$ cat src/rtl/dmem_arbiter.sv
// ---------------------------------------------------------------------------
// dmem_arbiter
//
// Shares the single data-memory port (and the memory-mapped I/O decode behind
// it) between two requesters: requester 0 is the processor load/store path,
// requester 1 is a secondary master (debug loader, DMA). At most one access is
// issued per cycle; read data returns exactly one cycle after the grant.
// Contention is resolved round-robin with a bounded burst: the current owner
// keeps the port for up to MAXBURST consecutive grants while the other side
// waits, then ownership passes across.
//
// Ports
//   CLK, RESET_N          clock; synchronous active-low reset
//   REQn, WEn             access request / write(1) read(0), n = 0, 1
//   ADDRn, WDATAn         byte address / write data, held until granted
//   GNTn                  access accepted this cycle (combinational)
//   STALLn                REQn & ~GNTn, holds the requester (e.g. the PC)
//   RVALIDn, RDATAn       read response, one cycle after a granted read
//   MEM_ADDR, MEM_DIN     address / write data towards memory and I/O decode
//   MEM_WE                write strobe towards memory, only with a grant
//   MEM_DOUT              memory read data, valid one cycle after the address
// ---------------------------------------------------------------------------
module dmem_arbiter #(
    parameter int unsigned DBITS    = 16,
    parameter int unsigned ABITS    = 16,
    parameter int unsigned MAXBURST = 4
) (
    input  logic             CLK,
    input  logic             RESET_N,

    input  logic             REQ0,
    input  logic             WE0,
    input  logic [ABITS-1:0] ADDR0,
    input  logic [DBITS-1:0] WDATA0,
    output logic             GNT0,
    output logic             STALL0,
    output logic             RVALID0,
    output logic [DBITS-1:0] RDATA0,

    input  logic             REQ1,
    input  logic             WE1,
    input  logic [ABITS-1:0] ADDR1,
    input  logic [DBITS-1:0] WDATA1,
    output logic             GNT1,
    output logic             STALL1,
    output logic             RVALID1,
    output logic [DBITS-1:0] RDATA1,

    output logic [ABITS-1:0] MEM_ADDR,
    output logic [DBITS-1:0] MEM_DIN,
    output logic             MEM_WE,
    input  logic [DBITS-1:0] MEM_DOUT
);

    // The burst counter is 4 bits wide, so the limit must fit in 1..15.
    if (MAXBURST < 1 || MAXBURST > 15) begin : g_bad_maxburst
        $error("dmem_arbiter: MAXBURST must be in 1..15");
    end

    localparam logic [3:0] MaxCnt = 4'(MAXBURST);

    // -----------------------------------------------------------------------
    // State
    // -----------------------------------------------------------------------
    logic       owner_q, owner_d;     // last-granted requester
    logic [3:0] cnt_q, cnt_d;         // grants to owner while the other waited
    logic       rvalid0_q, rvalid0_d;
    logic       rvalid1_q, rvalid1_d;

    // Combinational arbitration results
    logic       both_req;
    logic       burst_done;
    logic       winner;               // requester that wins under contention
    logic       gnt0, gnt1;

    assign both_req   = REQ0 & REQ1;
    assign burst_done = (cnt_q >= MaxCnt);
    assign winner     = burst_done ? ~owner_q : owner_q;

    // -----------------------------------------------------------------------
    // State register
    // -----------------------------------------------------------------------
    always_ff @(posedge CLK) begin
        if (!RESET_N) begin
            owner_q   <= 1'b0;
            cnt_q     <= 4'd0;
            rvalid0_q <= 1'b0;
            rvalid1_q <= 1'b0;
        end else begin
            owner_q   <= owner_d;
            cnt_q     <= cnt_d;
            rvalid0_q <= rvalid0_d;
            rvalid1_q <= rvalid1_d;
        end
    end

    // -----------------------------------------------------------------------
    // Grant decision. Reset holds both grants low so nothing reaches memory
    // while the arbiter state is being cleared.
    // -----------------------------------------------------------------------
    always_comb begin
        gnt0 = 1'b0;
        gnt1 = 1'b0;
        if (RESET_N) begin
            case ({REQ1, REQ0})
                2'b01: gnt0 = 1'b1;
                2'b10: gnt1 = 1'b1;
                2'b11: begin
                    gnt0 = ~winner;
                    gnt1 = winner;
                end
                default: begin
                    gnt0 = 1'b0;
                    gnt1 = 1'b0;
                end
            endcase
        end
    end

    // -----------------------------------------------------------------------
    // Next-state logic
    // -----------------------------------------------------------------------
    always_comb begin
        owner_d = owner_q;
        cnt_d   = cnt_q;
        case ({REQ1, REQ0})
            2'b01: begin
                owner_d = 1'b0;
                cnt_d   = 4'd0;
            end
            2'b10: begin
                owner_d = 1'b1;
                cnt_d   = 4'd0;
            end
            2'b11: begin
                if (burst_done) begin
                    // Hand over; the new owner's first grant counts as one.
                    owner_d = ~owner_q;
                    cnt_d   = 4'd1;
                end else begin
                    cnt_d   = cnt_q + 4'd1;
                end
            end
            default: begin
                cnt_d   = 4'd0;
            end
        endcase

        rvalid0_d = gnt0 & REQ0 & ~WE0;
        rvalid1_d = gnt1 & REQ1 & ~WE1;
    end

    // -----------------------------------------------------------------------
    // Outputs
    // -----------------------------------------------------------------------
    always_comb begin
        GNT0   = gnt0;
        GNT1   = gnt1;
        STALL0 = REQ0 & ~gnt0;
        STALL1 = REQ1 & ~gnt1;

        // Requester 0 drives the memory bus by default when idle.
        if (gnt1) begin
            MEM_ADDR = ADDR1;
            MEM_DIN  = WDATA1;
        end else begin
            MEM_ADDR = ADDR0;
            MEM_DIN  = WDATA0;
        end
        MEM_WE = (gnt0 & WE0) | (gnt1 & WE1);

        // Masking with RESET_N drops a read that was in flight when reset hit,
        // even in the cycle before the registers are cleared.
        RVALID0 = rvalid0_q & RESET_N;
        RVALID1 = rvalid1_q & RESET_N;
        RDATA0  = RVALID0 ? MEM_DOUT : '0;
        RDATA1  = RVALID1 ? MEM_DOUT : '0;
    end

    // Never grant both sides in the same cycle.
    always_comb begin
        assert (!(gnt0 && gnt1));
    end

endmodule
$ cat config.mk
export PLATFORM = sky130hd
export DESIGN_NAME = dmem_arbiter
export DESIGN_NICKNAME = d
export VERILOG_FILES = /design/src/rtl/dmem_arbiter.sv
export SDC_FILE = /design/constraint.sdc
export NUM_CORES = 1
export LEC_CHECK = 0
export CAP_MARGIN = 40
export CORE_MARGIN = 2
export CORE_UTILIZATION = 20
export DETAILED_ROUTE_END_ITERATION = 7
export PLACE_DENSITY = 0.77
export SLEW_MARGIN = 20
export SYNTH_ARGS = -nofsm -noshare
export SYNTH_HDL_FRONTEND = slang
export SYNTH_SLANG_ARGS = --single-unit
$ cat constraint.sdc
create_clock -name CLK -period 1.8 [get_ports CLK]
set_input_delay 0.36 -clock CLK [delete_from_list [all_inputs] [get_ports CLK]]
set_output_delay 0.36 -clock CLK [all_outputs]
set_load 0.005 [all_outputs]
Word-level counts from Yosys, hierarchy flattened
Index checks and enable logic that the tools add are counted.

Register bits: 7. Bits in latches: 0. Bits in writable memories: 0. Bits in read-only memories: 0. Memories: 0.

Add/subtract/negate cells: 1. Multipliers: 0. Divide/modulo/power cells: 0. Magnitude comparators: 1. Equal/unequal tests: 3. Shifts and indexed selects: 0. Multiplexer cells: 11. Bitwise gates (word level): 19. Reductions and logical operators: 3.

Operators by type and width (number): $mux W16 (4); $and A1 B1 Y1 (10); $not A1 Y1 (8); $add A4 B1 Y4 const B (1); $eq A2 B2 Y1 const B (2); $ge A4 B3 Y1 const B (1); $mux W1 (4); $pmux W1 S2 (2); $pmux W1 S3 (1); $reduce_bool A3 Y1 (1); $reduce_or A3 Y1 (1); $eq A2 B1 Y1 const B (1); $reduce_and A2 Y1 (1); $or A1 B1 Y1 (1).

Logic depth before layout (Yosys ltp)
Gate-level depths: netlist of run 1.

Depth in word-level cells: 7. Gate-level depth with buffers: 5.

Worst setup path after synthesis of run 1
OpenSTA, ideal clock, no wires.

Path kind: register to output. Start: register cnt_q[3]. End: output port MEM_ADDR[0]. Data arrival time: 1.575 ns. Required time: 1.440 ns. Setup slack: -0.135 ns. Stages on the path, launching flop included: 5. Path buffers: 1. Cells stage by stage: dfxtp_1 > or4b_4 > o2111ai_4 > buf_8 > mux2_2.

Word-level cells in the longest chain between the ends: 5.

RTL lines: start: declaration (line 66) `logic [3:0] cnt_q, cnt_d;`; start signal: assignment (line 91) `cnt_q <= cnt_d;`; $ge A4 B3 Y1 (line 77) `assign burst_done = (cnt_q >= MaxCnt);`; $mux W1; $pmux W1 S2 (line 105) `case ({REQ1, REQ0})`; $mux W1 (line 104) `if (RESET_N) begin`; $mux W16 (line 163) `if (gnt1) begin`; end: declaration (line 49) `output logic [ABITS-1:0] MEM_ADDR,`.

Every way passes these cells.

Worst setup path after layout of run 1
Start: register owner_q. End: output port MEM_DIN[10].

Word-level cells in the longest chain between the ends: 5.

RTL lines: start: declaration (line 65) `logic owner_q, owner_d;`; start signal: assignment (line 90) `owner_q <= owner_d;`; $not A1 Y1 (line 78) `assign winner = burst_done ? ~owner_q : owner_q;`; $mux W1 (*); $pmux W1 S2 (*) (line 105); $mux W1 (*) (line 104); $mux W16 (*) (line 163); end: declaration (line 50) `output logic [DBITS-1:0] MEM_DIN,`.

Mark *: on every way between the ends. The rest lies on a longest branch, timed or not.

==> results of run 1 <==
-- state kept, by name, summed over array words and instances (netlist names) --
name,flops
cnt_q,4
owner_q,1
rvalid1_q,1
rvalid0_q,1
-- timing repair --
action | in CTS | in global routing
setup endpoints to repair | 71 | 39
setup buffers | 16 | 2
cloned | 1 | 1
resized for setup | 249 | 7
pin swaps | 4 | 2
-- power breakdown --
group | internal, mW | switching, mW | total (mW)
logic | 0.458 | 0.179 | 0.637
clock network | 0.153 | 0.0672 | 0.220
registers | 0.162 | 0.00341 | 0.166
total | 0.773 | 0.250 | 1.02
-- synthesized netlist by cell type (all sizes together) --
| master | instances |
|---|---|
| and3 | 32 |
| mux2 | 32 |
| dfxtp | 7 |
| clkbuf | 6 |
| and2 | 5 |
| buf | 3 |
| nor2 | 3 |
| o21ai | 3 |
| inv | 2 |
| nand2 | 2 |
| a21boi | 1 |
| a21oi | 1 |
| a22o | 1 |
| a31oi | 1 |
| conb | 1 |
| ha | 1 |
| nand3 | 1 |
| nor2b | 1 |
| nor3 | 1 |
| nor3b | 1 |
| o2111ai | 1 |
| o21ba | 1 |
| or3 | 1 |
| or4b | 1 |
-- worst max path at each step --
stage	start	end	cells past startpoint
3_3_place_gp	REQ0	MEM_DIN[7]	6
3_5_place_dp	REQ0	MEM_DIN[7]	6
6_report	owner_q$_SDFFE_PN0P_	MEM_DIN[10]	7
4_1_cts	owner_q$_SDFFE_PN0P_	MEM_DIN[13]	7
2_1_floorplan	cnt_q[3]$_SDFF_PP0_	MEM_ADDR[0]	4
5_1_grt	owner_q$_SDFFE_PN0P_	MEM_DIN[9]	7
-- stage by stage --
step | utilization, % | power, mW
5_1_grt | 65.1 | 1.08
4_1_cts | 65.7 | 1.04
6_report | 65.1 | 1.02
3_3_place_gp | 59.6 | 0.727
3_5_place_dp | 59.6 | 0.737
2_1_floorplan | - | 0.354
-- cell type report --
class / instances / area share, %
Clock buffer: 4 / 1.46
Inverter: 2 / 0.407
Multi-Input combinational cell: 91 / 29.0
Sequential cell: 7 / 4.68
Tap cell: 67 / 2.73
Timing Repair Buffer: 188 / 61.8
-- metal layers --
| metal | wire length [µm] | part of all wire (%) |
|---|---|---|
| met1 | 1940 | 37 |
| met5 | 0 | 0 |
| met2 | 2800 | 54 |
| met3 | 427 | 8.2 |
| met4 | 32 | 0.62 |
-- critical path, stage by stage, from the launching register on --
cell       delay, ps
dfxtp_2          320
or4b_4           540
o2111ai_4        110
buf_12           150
buf_12           110
buf_4            110
mux2_4           300
buf_6            120
-- cell families (layout without fill, tap and decap cells) --
group	after synthesis	count (layout)	synth area share, %
muxes	32	32	37.0
adders and majority gates	1	1	1.28
DFF	7	7	14.4
buffers and inverters	11	194	8.47
AOI/OAI and AO/OA	9	9	8.09
other	1	1	0.385
and+or+nand+nor	48	48	30.4
==> impl_results.md, run 1 <==
* Drc violations at 0
* Routed via count at 1535
* Cell Area, Synth at 975 µm²
* Critical hold path startpoint: cnt_q[0]$_SDFF_PN0_
* Leakage Power at 1.66 nW
* CTS Root Cell: clkbuf_8
* Final Setup Violations at 37
* Final Hold Fails at 0
* Status: complete, but fails checks
* Final setup TNS at -16290 ps
* Met3 Usage GRT at 4.66%
* CP endpoint kind: output port
* Placed Area at 0.00282 mm²
* Grt met1 use at 18.9%
* Reg2reg end: rvalid0_q$_SDFF_PN0_
* P per Cell Area at 333 mW/mm²
* Final worst slack at -551 ps
* Routed WL at 5200 µm
* Yosys top cell area share at 32.3%
* Fmax at 425 MHz
* Non-filler cells, final at 359
* First-pass iteration count of the detailed router at 4
* Commonest non-fill, non-tap cell in the layout: clkdlybuf4s50_1
* # rows at 25
* Unrepaired setup endpoints after global routing: yes
* Area growth syn-to-layout at 216%
* Buffers on Ports at 156
* Setup Crit Path Kind: register to output port
* Initial antenna violation count at 0
* Worst Hold Path EP: cnt_q[0]$_SDFF_PN0_
* Gr usage total at 17.3%
* # fillers at 392
* Post-layout minimum cycle time at 2350 ps
* Post-Syn Instances at 109
* Synth area leader: mux2_2
* Final Max Slew Viols at 0
* Syn_area_per_cell at 8.94 µm²
* Hold slack final at 443 ps
* Max VDD drop at 0.388 mV
* CTS tree: built
* Yosys cell types at 28
* Clock Latency Late Sink at 230 ps
* Post-route cell area at 0.00308 mm²
* ANT nets after route at 0
* Multi-input logic area at 891 µm²
* Die area at 0.00545 mm²
* CP Launch Type: register
* DP HPWL at 3820 µm
* Global-route wire length before repair at 7400 µm
* Final-stage net count at 380
* Die height at 73.8 µm
* H-Tree Level Count at 1
* Vias per cell at 4.28
* Total grt overflow at 0
* Post-Syn Nets at 196
* Arrival time at the worst endpoint at 1990 ps
* Proportion of layout cells with a drive suffix above 1 at 40.1%
* Worst hold stages at 1
* Worst Skew at 3.26 ps
* Worst r2r path cells at 6
* Crit share post-route at 131%
* I/O pin count at 157
* Drt initial violations at 36
* Core area at 0.00472 mm²
* GR Util met2 at 33.4%
* Max cap viols at 0
* GRT Max-Usage Layer: met2
* Vias in the first global route at 1477
* TritonCTS Sinks at 7
* ANT cells at 0
* Seq. cell area at 144 µm²
* CP required at 1440 ps
* Die X at 73.8 µm
* Violated checks: setup timing
* Placed insts at 340
* Placer Congestion at 0.821
* Warnings, synthesis at 0
* Hold buffers post-CTS at 0
* Post-synthesis sequential area ratio at 14.4%
* CTS Buf Count at 3
* Reg2reg start: owner_q$_SDFFE_PN0P_
* Tightest Hold Check Type: register to register
* Largest net degree at the start of global routing at 38
* Clock tree buffer depth at 2
* #FFs+latches synth at 7
* WL/cell at 14.5 µm
* Commonest non-fill, non-tap cells in the layout: clkdlybuf4s50_1, buf_6, dlygate4sd2_1, and3_1, mux2_4
* Starting Density at 20.6%
* Synth area leaders: mux2_2, and3_1, dfxtp_1
* Maximum fanout along the worst path at 7
* DP Worst Slack at -1120 ps
* R2R Setup Slk at 370 ps
* CTS clk-pin slew, worst paths at 40 ps
Power figures use the tool's default switching activity.
==> run 2: changes to the inputs <==
--- a/config.mk
+++ b/config.mk
@@ -6,10 +6,10 @@
 export NUM_CORES = 1
 export LEC_CHECK = 0
 export CAP_MARGIN = 40
-export CORE_MARGIN = 2
-export CORE_UTILIZATION = 20
+export CORE_AREA = 2 2 61 63
 export DETAILED_ROUTE_END_ITERATION = 7
-export PLACE_DENSITY = 0.77
+export DIE_AREA = 0 0 63 65
+export DONT_BUFFER_PORTS = 1
 export SLEW_MARGIN = 20
 export SYNTH_ARGS = -nofsm -noshare
 export SYNTH_HDL_FRONTEND = slang
==> run 2 against run 1 <==
Compared with the run above: worst setup slack gained 180 ps; first-iteration DRC count shrank 5.6%; power shrank 48%; non-clock buffer count shrank 180; register-to-register slack gained 80 ps; global-route usage shrank 3.6 points; clock-buffer cell count is the same; the flow still finishes with violations (setup timing); worst hold slack lost 270 ps; maximum frequency grew 8.3%; via count shrank 41%; critical endpoint is now MEM_DIN[15].
==> impl_results.md, run 2 (synthesis results as in run 1) <==
* Drt initial violations at 34 (-5.6%)
* # fillers at 360 (-8.2%)
* WL/cell at 20.8 µm (+44%)
* Buffers on Ports at 0 (-100%)
* Gr usage total at 13.7% (-3.6 points)
* Hold slack final at 169 ps (-274 ps)
* Die X at 63 µm (-15%)
* Die area at 0.00410 mm² (-25%)
* Violated checks: setup timing
* Vias per cell at 5.71 (+33%)
* ANT cells at 0 (unchanged)
* DP HPWL at 2630 µm (-31%)
* CP Launch Type: register
* Commonest non-fill, non-tap cells in the layout: and3_1, mux2_4, mux2_2, dfxtp_1, and2_1
* First-pass iteration count of the detailed router at 4 (unchanged)
* Most flop-heavy register: cnt_q
* Setup Crit Path Kind: register to output port
* Core area at 0.00350 mm² (-26%)
* Commonest non-fill, non-tap cell in the layout: and3_1
* Max cap viols at 0 (unchanged)
* Clock Latency Late Sink at 260 ps (+30 ps)
* Starting Density at 27.9% (+7.2 points)
* Unrepaired setup endpoints after global routing: yes
* Worst Skew at 2.03 ps (-1.23 ps)
* Vias in the first global route at 828 (-44%)
* Final-stage net count at 200 (-47%)
* Final Hold Fails at 0 (unchanged)
* Maximum fanout along the worst path at 11 (+4)
* Area growth syn-to-layout at 25.9%
* # rows at 22 (-12%)
* CTS clk-pin slew, worst paths at 50 ps (about the same)
* Total power at 0.534 mW (-48%)
* Arrival time at the worst endpoint at 1810 ps (-180 ps)
* H-Tree Level Count at 1 (unchanged)
* Leakage Power at 0.676 nW (-59%)
* DP Worst Slack at -101 ps (+1020 ps)
* Total setup buffers inserted after CTS at 0 (-16)
* Die height at 65 µm (-12%)
* I/O pin count at 157 (unchanged)
* Tightest Hold Check Type: primary input to register
* CP required at 1440 ps (about the same)
* Routed via count at 913 (-41%)
* CTS Buf Count at 3 (unchanged)
* CTS tree: built
* Initial antenna violation count at 0 (unchanged)
* Post-layout minimum cycle time at 2170 ps (-180 ps)
* P per Cell Area at 435 mW/mm² (+31%)
* Drc violations at 0 (unchanged)
* Final Max Slew Viols at 0 (unchanged)
* Global-route wire length before repair at 4350 µm (-41%)
* CTS Root Cell: clkbuf_4
* Final Setup Violations at 35 (-5.4%)
* Proportion of layout cells with a drive suffix above 1 at 46.4% (+6.4 points)
* Max VDD drop at 0.270 mV (-31%)
* Largest net degree at the start of global routing at 39 (+2.6%)
* Total grt overflow at 0 (unchanged)
* Final core occ at 35.1% (-30 points)
* Status: complete, but fails checks
* TritonCTS Sinks at 7 (unchanged)
* Final worst slack at -371 ps (+180 ps)
* Placer Congestion at 0.774 (-5.7%)
* CP endpoint kind: output port
* Fmax at 461 MHz (+8.3%)
* Max reg flops at 4 (unchanged)
* Routed WL at 3330 µm (-36%)
* Clock tree buffer depth at 2 (unchanged)
* Crit share post-route at 121% (-10 points)
* ANT nets after route at 0 (unchanged)
run 2: worst max-delay path: stages (launching register included):
cell and delay [ps]:
dfxtp_2 310, or4b_4 540, o2111ai_4 150, buf_12 200, mux2_2 350
run 2: area by class of cell:
type / instances / area, µm² / share of cell area [%]
clock buffers: 4 / 26.3 / 2.14
flip-flops and latches: 7 / 143 / 11.6
inverters: 2 / 10.0 / 0.815
repair buffers: 8 / 116 / 9.48
well taps: 48 / 60.1 / 4.89
multi-input cells: 91 / 872 / 71.0
run 2: where the power goes:
group	switching (mW)	leakage [nW]	internal, mW
Sequential	0.00853	0.0577	0.161
Combinational	0.0820	0.603	0.134
Clock	0.0628	0.0150	0.0849
Total	0.153	0.676	0.381
run 2: worst paths after layout:
kind,slack (ps),start,cells past startpoint,to
worst max-delay path,-370,cnt_q[3]$_SDFF_PP0_,4,MEM_DIN[15]
worst min-delay path,170,WE1,1,rvalid1_q$_SDFF_PN0_
worst min register to register,440,cnt_q[0]$_SDFF_PN0_,1,cnt_q[0]$_SDFF_PN0_
worst max register to register,450,cnt_q[3]$_SDFF_PP0_,4,rvalid1_q$_SDFF_PN0_
run 2: stage by stage:
stage               setup TNS (ps)  cells  instance area, µm²
global placement             -1850    155                1140
detailed placement           -2400    155                1140
global route                -13520    160                1230
CTS                         -12030    160                1220
finish                      -11560    160                1230
floorplan                    -2270    109                1080
run 2: what timing repair did:
item / 4_1_cts / 5_1_grt
gates resized for setup: 5 / 3
pin swaps: 1 / 0
cloned: 1 / 0
hold buffers: 0 / 0
setup endpoints to repair: 37 / 36
run 2: metal layers:
| layer | GRT usage [%] | vias up | wire length [µm] |
|---|---|---|---|
| met4 | 4.17 | 0 | 14 |
| met3 | 4.51 | 2 | 397 |
| met1 | 18.1 | 416 | 1330 |
| li1 | - | 405 | - |
| met5 | 0 | - | 0 |
| met2 | 21.0 | 90 | 1580 |
==> run 3: changes to the inputs <==
==> constraint.sdc (replaced) <==
create_clock -name CLK -period 1.8 [get_ports CLK]
set_input_delay 0.18 -clock CLK [delete_from_list [all_inputs] [get_ports CLK]]
set_output_delay 0.18 -clock CLK [all_outputs]
set_load 0.005 [all_outputs]
==> run 3 against run 2 <==
Compared with the run above: the run still ends with setup timing left; cell area grew 0.31%; worst setup slack gained 170 ps; maximum frequency grew 8.6%; combinational power is essentially flat; register-to-register slack gained 20 ps; first-iteration DRC count shrank 44%; routed wire length grew 12%; cell count grew 2.5%; via count grew 3.2%; critical path type unchanged; largest cell class unchanged; largest power group unchanged; highest routed layer unchanged.
==> impl_results.md, run 3 (synthesis results as in run 1) <==
* Status: complete, but fails checks
* Violated checks: setup timing
* WL/cell at 22.7 µm (+8.9%)
* Total setup buffers inserted after CTS at 0 (unchanged)
* CTS Root Cell: clkbuf_4
* Routed via count at 942 (+3.2%)
* Final Max Slew Viols at 0 (unchanged)
* Commonest non-fill, non-tap cell in the layout: and3_1
* Initial antenna violation count at 0 (unchanged)
* ANT cells at 0 (unchanged)
* Fmax at 501 MHz (+8.6%)
* Routed WL at 3720 µm (+12%)
* Crit-path slowest cell: or4b_4
* Vias in the first global route at 971 (+17%)
* Post-layout minimum cycle time at 2000 ps (-173 ps)
* Maximum fanout along the worst path at 13 (+2)
* Largest net degree at the start of global routing at 39 (unchanged)
* Proportion of layout cells with a drive suffix above 1 at 45.7% (-0.74 points)
* Commonest non-fill, non-tap cells in the layout: and3_1, mux2_4, mux2_2, dfxtp_1, buf_6
* I/O pin count at 157 (unchanged)
* Final setup TNS at -5610 ps (+5940 ps)
* Die area at 0.00410 mm² (unchanged)
* Global-route wire length before repair at 4860 µm (+12%)
* Placed insts at 155 (unchanged)
* Vias per cell at 5.74 (+0.66%)
* Clock Latency Late Sink at 260 ps (about the same)
* CP required at 1620 ps (+180 ps)
* Starting Density at 27.9% (unchanged)
* Final core occ at 35.2% (+0.11 points)
* Worst path bufs/invs at 1 (unchanged)
* Unrepaired setup endpoints after global routing: yes
* Max cap viols at 0 (unchanged)
* First-pass iteration count of the detailed router at 4 (unchanged)
* CTS tree: built
* Non-filler cells, final at 164 (+2.5%)
* Die X at 63 µm (unchanged)
* Final-stage net count at 204 (+2.0%)
* P per Cell Area at 433 mW/mm² (-0.55%)
* Die height at 65 µm (unchanged)
* Area growth syn-to-layout at 26.3%
* Setup Crit Path Kind: register to output port
* Final Setup Violations at 33 (-5.7%)
* Cell family with most CP delay: simple AND/OR/NAND/NOR gates
* Crit path cell chain: or4b_4 -> o2111ai_4 -> buf_12 -> mux2_2
* Final Hold Fails at 0 (unchanged)
* CTS clk-pin slew, worst paths at 50 ps (about the same)
* Hold slack final at 78.8 ps (-90.2 ps)
* Placer Congestion at 0.762 (-1.6%)
* ANT nets after route at 0 (unchanged)
* Max reg flops at 4 (unchanged)
* Drc violations at 0 (unchanged)
* Total grt overflow at 0 (unchanged)
* TritonCTS Sinks at 7 (unchanged)
* Tightest Hold Check Type: primary input to register
* Leakage Power at 0.661 nW (-2.2%)
* Core area at 0.00350 mm² (unchanged)
* H-Tree Level Count at 1 (unchanged)
* Critical Path Max Stage Delay at 540 ps (about the same)
* CP endpoint kind: output port
* DP Worst Slack at 47.8 ps (+149 ps)
* Worst Skew at 2.83 ps (+0.797 ps)
* Gr usage total at 16.0% (+2.3 points)
* Arrival time at the worst endpoint at 1820 ps (about the same)
* Max VDD drop at 0.217 mV (-20%)
* Placed Area at 0.00103 mm² (-10%)
* Buffers on Ports at 0 (unchanged)
* DP HPWL at 2970 µm (+13%)
* Final worst slack at -198 ps (+173 ps)
* Most flop-heavy register: cnt_q
* # rows at 22 (unchanged)
* Post-route cell area at 0.00123 mm² (+0.31%)
* Drt initial violations at 19 (-44%)
* Total power at 0.533 mW (-0.25%)
* CP Launch Type: register
* Crit share post-route at 111% (-9.6 points)
* Clock tree buffer depth at 2 (unchanged)
* CTS Buf Count at 3 (unchanged)
run 3: cell count changes in the layout (fill, tap and decap cells not counted), sizes merged:
cell	change
dlygate4sd3	+2
clkbuf	+1
buf	+1
run 3: worst paths after layout:
path                        start              endpoint  slack, ps  depth (start not counted)
max reg2reg  owner_q$_SDFFE_PN0P_  rvalid1_q$_SDFF_PN0_        470                          4
max          owner_q$_SDFFE_PN0P_            MEM_DIN[3]       -200                          4
min reg2reg   cnt_q[0]$_SDFF_PN0_   cnt_q[0]$_SDFF_PN0_        440                          1
min                       RESET_N  owner_q$_SDFFE_PN0P_         80                          1
run 3: cell type report:
cell class / count / area, µm²
Clock buffer: 4 / 26.3
Fill cell: 359 / 2260
Inverter: 2 / 10.0
Multi-Input combinational cell: 91 / 850
Sequential cell: 7 / 141
Tap cell: 48 / 60.1
Timing Repair Buffer: 12 / 144
run 3: timing repair:
item / 4_1_cts / 5_1_grt
pin swaps: 3 / 1
cloned: 2 / 1
endpoints found under the hold margin: 2 / 0
hold buffers: 2 / 0
setup endpoints to repair: 37 / 36
gates resized for setup: 28 / 6
run 3: layer usage:
layer / global-route usage (%) / vias to the layer above / routed length, µm
li1: - / 416 / -
met1: 12.3 / 423 / 1030
met2: 34.2 / 99 / 2170
met3: 6.77 / 4 / 455
met4: 5.83 / 0 / 53
met5: 0 / - / 0
run 3: report_power, final:
| group | switching, mW | leakage, nW | total (mW) | internal, mW |
|---|---|---|---|---|
| logic | 0.0861 | 0.588 | 0.217 | 0.131 |
| clock network | 0.0613 | 0.0150 | 0.146 | 0.0848 |
| registers | 0.00806 | 0.0577 | 0.169 | 0.161 |
